$ cat src/rtl/regfile_hilo.sv
// Write-back state sink: 31 GPRs (r0 hard-wired to zero) and the HI/LO pair, each with
// same-cycle write-to-read bypass, plus a wrapping count of write-back cycles.
module regfile_hilo (
    input  logic        clk,
    input  logic        rst,
    input  logic        we,
    input  logic [4:0]  waddr,
    input  logic [31:0] wdata,
    input  logic        hilo_we,
    input  logic [31:0] hi_i,
    input  logic [31:0] lo_i,
    input  logic        re1,
    input  logic [4:0]  raddr1,
    output logic [31:0] rdata1,
    input  logic        re2,
    input  logic [4:0]  raddr2,
    output logic [31:0] rdata2,
    output logic [31:0] hi_o,
    output logic [31:0] lo_o,
    output logic [31:0] retire_cnt
);

    logic [31:0] regs [1:31];
    logic [31:0] hi_q;
    logic [31:0] lo_q;
    logic [31:0] retire_q;

    always_ff @(posedge clk or negedge rst) begin
        if (!rst) begin
            for (int i = 1; i < 32; i++) begin
                regs[i] <= '0;
            end
            hi_q     <= '0;
            lo_q     <= '0;
            retire_q <= '0;
        end else begin
            if (we && (waddr != 5'd0)) begin
                regs[waddr] <= wdata;
            end
            if (hilo_we) begin
                hi_q <= hi_i;
                lo_q <= lo_i;
            end
            // One retire per write-back cycle, even if both enables fire or r0 is targeted.
            if (we || hilo_we) begin
                retire_q <= retire_q + 32'd1;
            end
        end
    end

    always_comb begin
        rdata1 = '0;
        if (rst && (raddr1 != 5'd0) && re1) begin
            if (we && (waddr == raddr1)) begin
                rdata1 = wdata;
            end else begin
                rdata1 = regs[raddr1];
            end
        end
    end

    always_comb begin
        rdata2 = '0;
        if (rst && (raddr2 != 5'd0) && re2) begin
            if (we && (waddr == raddr2)) begin
                rdata2 = wdata;
            end else begin
                rdata2 = regs[raddr2];
            end
        end
    end

    always_comb begin
        hi_o = '0;
        lo_o = '0;
        if (rst) begin
            if (hilo_we) begin
                hi_o = hi_i;
                lo_o = lo_i;
            end else begin
                hi_o = hi_q;
                lo_o = lo_q;
            end
        end
    end

    assign retire_cnt = retire_q;

endmodule

$ cat config.mk
export PLATFORM = sky130hd
export DESIGN_NAME = regfile_hilo
export DESIGN_NICKNAME = d
export VERILOG_FILES = /design/src/rtl/regfile_hilo.sv
export SDC_FILE = /design/constraint.sdc
export NUM_CORES = 2
export LEC_CHECK = 0
export ABC_AREA = 1
export CORE_MARGIN = 2
export CORE_UTILIZATION = 25
export CTS_BUF_LIST = sky130_fd_sc_hd__clkbuf_8
export DETAILED_ROUTE_END_ITERATION = 16
export PLACE_DENSITY = 0.46
export REMOVE_ABC_BUFFERS = 1
export SLEW_MARGIN = 20
export SYNTH_ARGS = -nofsm -noshare
export SYNTH_HDL_FRONTEND = slang
export SYNTH_SLANG_ARGS = --single-unit
$ cat constraint.sdc
create_clock -name clk -period 3.6 [get_ports clk]
set_clock_uncertainty 0.2 [all_clocks]
set_input_delay 1.08 -clock clk [delete_from_list [all_inputs] [get_ports clk]]
set_output_delay 1.08 -clock clk [all_outputs]
set_load 0.01 [all_outputs]
==> flow_summary.html <==
<table>
<tr><th>Metric</th><th>Value</th></tr>
<tr><th colspan="2">Floorplanning</th></tr>
<tr><td>Floorplan Core Area</td><td>245500 µm²</td></tr>
<tr><td>Cell Rows</td><td>182</td></tr>
<tr><td>Initial core utilization</td><td>25.09%</td></tr>
<tr><td>Top-Level Pins</td><td>277</td></tr>
<tr><td>Area enclosed by the die boundary</td><td>250300 µm²</td></tr>
<tr><td>Height of the chip</td><td>500.3 µm</td></tr>
<tr><td>Die width</td><td>500.3 µm</td></tr>
<tr><th colspan="2">Worst setup path</th></tr>
<tr><td>Worst Reg-to-Reg Cells</td><td>8</td></tr>
<tr><td>Data arrival time of the worst path</td><td>2.82 ns</td></tr>
<tr><td>Critical Path Source Type</td><td>input pin</td></tr>
<tr><td>Type of element capturing the critical path</td><td>primary output</td></tr>
<tr><td>Reg2reg end</td><td>retire_cnt[16]</td></tr>
<tr><td>Path type of the worst setup path</td><td>in2out</td></tr>
<tr><td>Flop-to-flop setup slack</td><td>1.48 ns</td></tr>
<tr><td>Startpoint of the worst-slack reg-to-reg timing path</td><td>retire_cnt[0]</td></tr>
<tr><td>Required arrival time at the worst endpoint</td><td>2.32 ns</td></tr>
<tr><td>Peak fanout along the critical path</td><td>8</td></tr>
<tr><th colspan="2">Global route</th></tr>
<tr><td>First-pass GRT wire length</td><td>449.8 mm</td></tr>
<tr><td>M2 GR Usage</td><td>37.26%</td></tr>
<tr><td>Antenna violations before repair</td><td>8</td></tr>
<tr><td>Global-route usage over all layers</td><td>24.14%</td></tr>
<tr><td>GRT overflow</td><td>0</td></tr>
<tr><td>Busiest layer in global routing</td><td>met2</td></tr>
<tr><td>Number of global-route vias before repair</td><td>64327</td></tr>
<tr><td>Largest net degree at the start of global routing</td><td>142</td></tr>
<tr><td>Met1 track utilization from global routing</td><td>32.70%</td></tr>
<tr><td>Met3 demand-to-capacity share in global routing</td><td>4.228%</td></tr>
<tr><th colspan="2">STA</th></tr>
<tr><td>Final hold vios</td><td>0</td></tr>
<tr><td>Worst hold margin</td><td>0.2049 ns</td></tr>
<tr><td>Min Clock Period, post-route</td><td>4.105 ns</td></tr>
<tr><td>Rel. slew slack</td><td>33.05%</td></tr>
<tr><td>Setup violations, final</td><td>64</td></tr>
<tr><td>Final count of pins violating max slew</td><td>0</td></tr>
<tr><td>Unrepaired setup endpoints after global routing</td><td>true</td></tr>
<tr><td>Final Cycle Share</td><td>114.0%</td></tr>
<tr><td>Min setup slack post-route</td><td>-0.5046 ns</td></tr>
<tr><td>Least-Margin Pin Slew</td><td>1.004 ns</td></tr>
<tr><td>Maximum clock frequency</td><td>0.2436 GHz</td></tr>
<tr><th colspan="2">Place</th></tr>
<tr><td>Post-detailed-placement half-perimeter wirelength</td><td>189.6 mm</td></tr>
<tr><td>Port buffer count</td><td>276</td></tr>
<tr><td>RePlAce Congestion</td><td>0.8654</td></tr>
<tr><th colspan="2">Finish</th></tr>
<tr><td>FF/Latch Area</td><td>27230 µm²</td></tr>
<tr><td>Signed area change from the synthesized netlist to the final layout</td><td>41.14%</td></tr>
<tr><td>Number of nets in the layout</td><td>9888</td></tr>
<tr><td>Fraction of layout instances using a drive strength above 1</td><td>21.35%</td></tr>
<tr><td>Number of inserted filler cells in the final layout</td><td>25768</td></tr>
<tr><td>Fin util</td><td>35.41%</td></tr>
<tr><td>Footprint of the multi-input gates</td><td>32290 µm²</td></tr>
<tr><th colspan="2">Synthesis</th></tr>
<tr><td>Synth warnings</td><td>0</td></tr>
<tr><td>Count of mapped cells out of synthesis</td><td>9063</td></tr>
<tr><td>Syn Area/Cell</td><td>6.795 µm²</td></tr>
<tr><td>Unique cell type count in the Yosys netlist</td><td>29</td></tr>
<tr><td>Share of Yosys cell area claimed by the top area cell type</td><td>44.21%</td></tr>
<tr><td>Combined area of all synthesized cells</td><td>61580 µm²</td></tr>
<tr><td>Largest area contributor in the synthesized netlist</td><td>sky130_fd_sc_hd__dfrtp_1</td></tr>
<tr><td>Top cells by area, synth</td><td>sky130_fd_sc_hd__dfrtp_1 44%, sky130_fd_sc_hd__nand2_1 18%, sky130_fd_sc_hd__nand3_1 12%</td></tr>
<tr><td>Part of the Yosys area used for sequential elements</td><td>44.21%</td></tr>
<tr><td>Post-synthesis register bit count</td><td>1088</td></tr>
<tr><th colspan="2">Power</th></tr>
<tr><td>Static power due to leakage</td><td>0.04194 µW</td></tr>
<tr><td>Power per cell area</td><td>449.7 nW/µm²</td></tr>
<tr><td>Maximum vdd ir drop</td><td>0.3335 mV</td></tr>
<tr><th colspan="2">Outcome</th></tr>
<tr><td>Violated checks</td><td>negative setup slack</td></tr>
<tr><td>Run status</td><td>finished with violations</td></tr>
<tr><th colspan="2">Clocking</th></tr>
<tr><td>Skew-Pair Late Insertion Delay</td><td>0.99 ns</td></tr>
<tr><td>Root Buffer Master</td><td>sky130_fd_sc_hd__clkbuf_8</td></tr>
<tr><td>Clock sink count</td><td>1088</td></tr>
<tr><td>Clock transition at path regs</td><td>0.05 ns</td></tr>
<tr><td>Deepest clock path buffer count</td><td>3</td></tr>
<tr><td>TritonCTS clock tree</td><td>built</td></tr>
<tr><td>Count of H-tree levels built during CTS</td><td>4</td></tr>
<tr><td>Inserted Clock Buffers</td><td>212</td></tr>
<tr><th colspan="2">Job</th></tr>
<tr><td>Max-capacitance violation count</td><td>0</td></tr>
<tr><th colspan="2">Route</th></tr>
<tr><td>Final wirelength</td><td>312.4 mm</td></tr>
<tr><td>Router iterations before antenna repair</td><td>6</td></tr>
<tr><td>Starting DRT DRC Count</td><td>7697</td></tr>
<tr><td>Post-DR vias/cell</td><td>5.109</td></tr>
<tr><td>Post-detailed-route DRC marker count</td><td>0</td></tr>
<tr><td>Remaining number of nets flagged by the antenna check after routing</td><td>0</td></tr>
<tr><td>DR WL/cell</td><td>23.75 µm</td></tr>
<tr><td>Number of vias in the routed layout</td><td>67217</td></tr>
<tr><th colspan="2">Worst hold path</th></tr>
<tr><td>Hold/Removal Path Class</td><td>in2async</td></tr>
</table>
-- what timing repair did --
| action | CTS | global route |
|---|---|---|
| endpoints found under the setup margin | 128 | 64 |
| resized for setup | 1105 | 358 |
| cloned | 53 | 20 |
| buffers inserted | 135 | 37 |
| hold buffers | 0 | 0 |
| pin swaps | 229 | 193 |
-- per-layer routing --
metal  wire, µm  share of wire [%]  up-vias
met5         58              0.019        -
met1     133100                 43    32683
li1           -                  -    30561
met3      25500                8.2      717
met2     137900                 44     3248
met4      15760                5.0        8
-- cell usage in the layout, fill, tap and decap left out, drive strengths merged, types with 8 or more instances in the layout --
master         instances
or2                   56
dlygate4sd2           65
clkdlybuf4s50        130
nand4                 11
nand2               3011
bufbuf                10
o21ai                998
clkbuf               294
nand3               1518
inv                  905
nor3                  27
nor2                 298
dfrtp               1088
a21oi                411
buf                  993
xnor2                  8
o211ai                54
xor2                  17
clkinv                22
-- Yosys cell counts --
master                     count
sky130_fd_sc_hd__clkbuf_1    553
sky130_fd_sc_hd__ha_1          1
sky130_fd_sc_hd__nand4_1      11
sky130_fd_sc_hd__o211ai_1     54
sky130_fd_sc_hd__inv_1       820
sky130_fd_sc_hd__buf_2        94
sky130_fd_sc_hd__or2_2        56
sky130_fd_sc_hd__nand3b_1      1
sky130_fd_sc_hd__nor3_2        3
sky130_fd_sc_hd__dfrtp_1    1088
sky130_fd_sc_hd__buf_4         1
sky130_fd_sc_hd__inv_2         9
sky130_fd_sc_hd__nor2_1      292
sky130_fd_sc_hd__o22ai_1       4
sky130_fd_sc_hd__o21ai_1      55
sky130_fd_sc_hd__xor2_1       17
sky130_fd_sc_hd__buf_1        79
sky130_fd_sc_hd__xnor2_1       8
sky130_fd_sc_hd__nand2_2       4
sky130_fd_sc_hd__nor4_4        1
sky130_fd_sc_hd__o21a_1        1
sky130_fd_sc_hd__nor3_1       22
sky130_fd_sc_hd__nand3_1    1518
sky130_fd_sc_hd__a21oi_1     411
sky130_fd_sc_hd__nor2_2        6
sky130_fd_sc_hd__nor3_4        2
sky130_fd_sc_hd__o21ai_0     943
sky130_fd_sc_hd__nand2_1    3007
sky130_fd_sc_hd__clkinv_1      2
-- cell type report --
type,count,area share (%)
diodes,4,0.01152
clock buffers,274,4.339
clock inverters,102,0.6968
inverters,831,3.710
multi-input cells,6417,37.15
flip-flops and latches,1088,31.33
well taps,3220,4.635
repair buffers,1220,18.13
-- sequential cells by signal, summed over array words and instances (netlist names) --
signal	count
hi_q	32
lo_q	32
regs	992
retire_cnt	32
-- worst max-delay path by stage --
stage,start,endpoint,cells past startpoint
3_3_place_gp,waddr[4],rdata2[29],10
6_report,raddr1[0],rdata1[4],13
3_5_place_dp,waddr[1],rdata2[19],12
2_1_floorplan,raddr2[0],rdata2[0],10
4_1_cts,raddr2[0],rdata2[12],15
5_1_grt,raddr1[0],rdata1[26],13
-- stage by stage --
stage	setup TNS (ns)	std cells	total power, µW	area (µm²)	worst slack (ns)
4_1_cts	-25.18	13107	38890	84710	-0.4864
3_3_place_gp	-80.39	12557	24670	74730	-1.313
2_1_floorplan	-268.33	8336	20750	58730	-4.687
5_1_grt	-29.64	13155	41370	86910	-0.5618
3_5_place_dp	-76.51	12557	24830	74730	-1.247
6_report	-26.16	13156	39090	86910	-0.5046
-- cell families (layout without fill, tap and decap cells) --
logic type | after synthesis | in the layout | share of synthesized area, %
adders and majority gates | 1 | 1 | 0.02031
and+or+nand+nor | 4923 | 4923 | 33.56
buffers and inverters | 1558 | 2427 | 9.694
other | 0 | 4 | 0
DFF | 1088 | 1088 | 44.21
xor gates and xnor gates | 25 | 25 | 0.3556
AOI/OAI and AO/OA | 1468 | 1468 | 12.16
-- critical path, stage by stage --
cell	delay, ns
sky130_fd_sc_hd__buf_16	0.14
sky130_fd_sc_hd__buf_12	0.18
sky130_fd_sc_hd__buf_16	0.14
sky130_fd_sc_hd__buf_4	0.14
sky130_fd_sc_hd__buf_4	0.14
sky130_fd_sc_hd__o211ai_1	0.17
sky130_fd_sc_hd__nand3_1	0.10
sky130_fd_sc_hd__nand3_1	0.11
sky130_fd_sc_hd__nand3_2	0.12
sky130_fd_sc_hd__nand2_4	0.12
sky130_fd_sc_hd__a21oi_2	0.06
sky130_fd_sc_hd__buf_4	0.12
sky130_fd_sc_hd__buf_2	0.13
-- report_power, final --
part | internal [µW] | total, µW | switching (µW)
registers | 14500 | 16100 | 1580
clock network | 7030 | 13000 | 6020
logic | 4020 | 9950 | 5920
total | 25600 | 39100 | 13500
(Power assumes the default switching activity.)
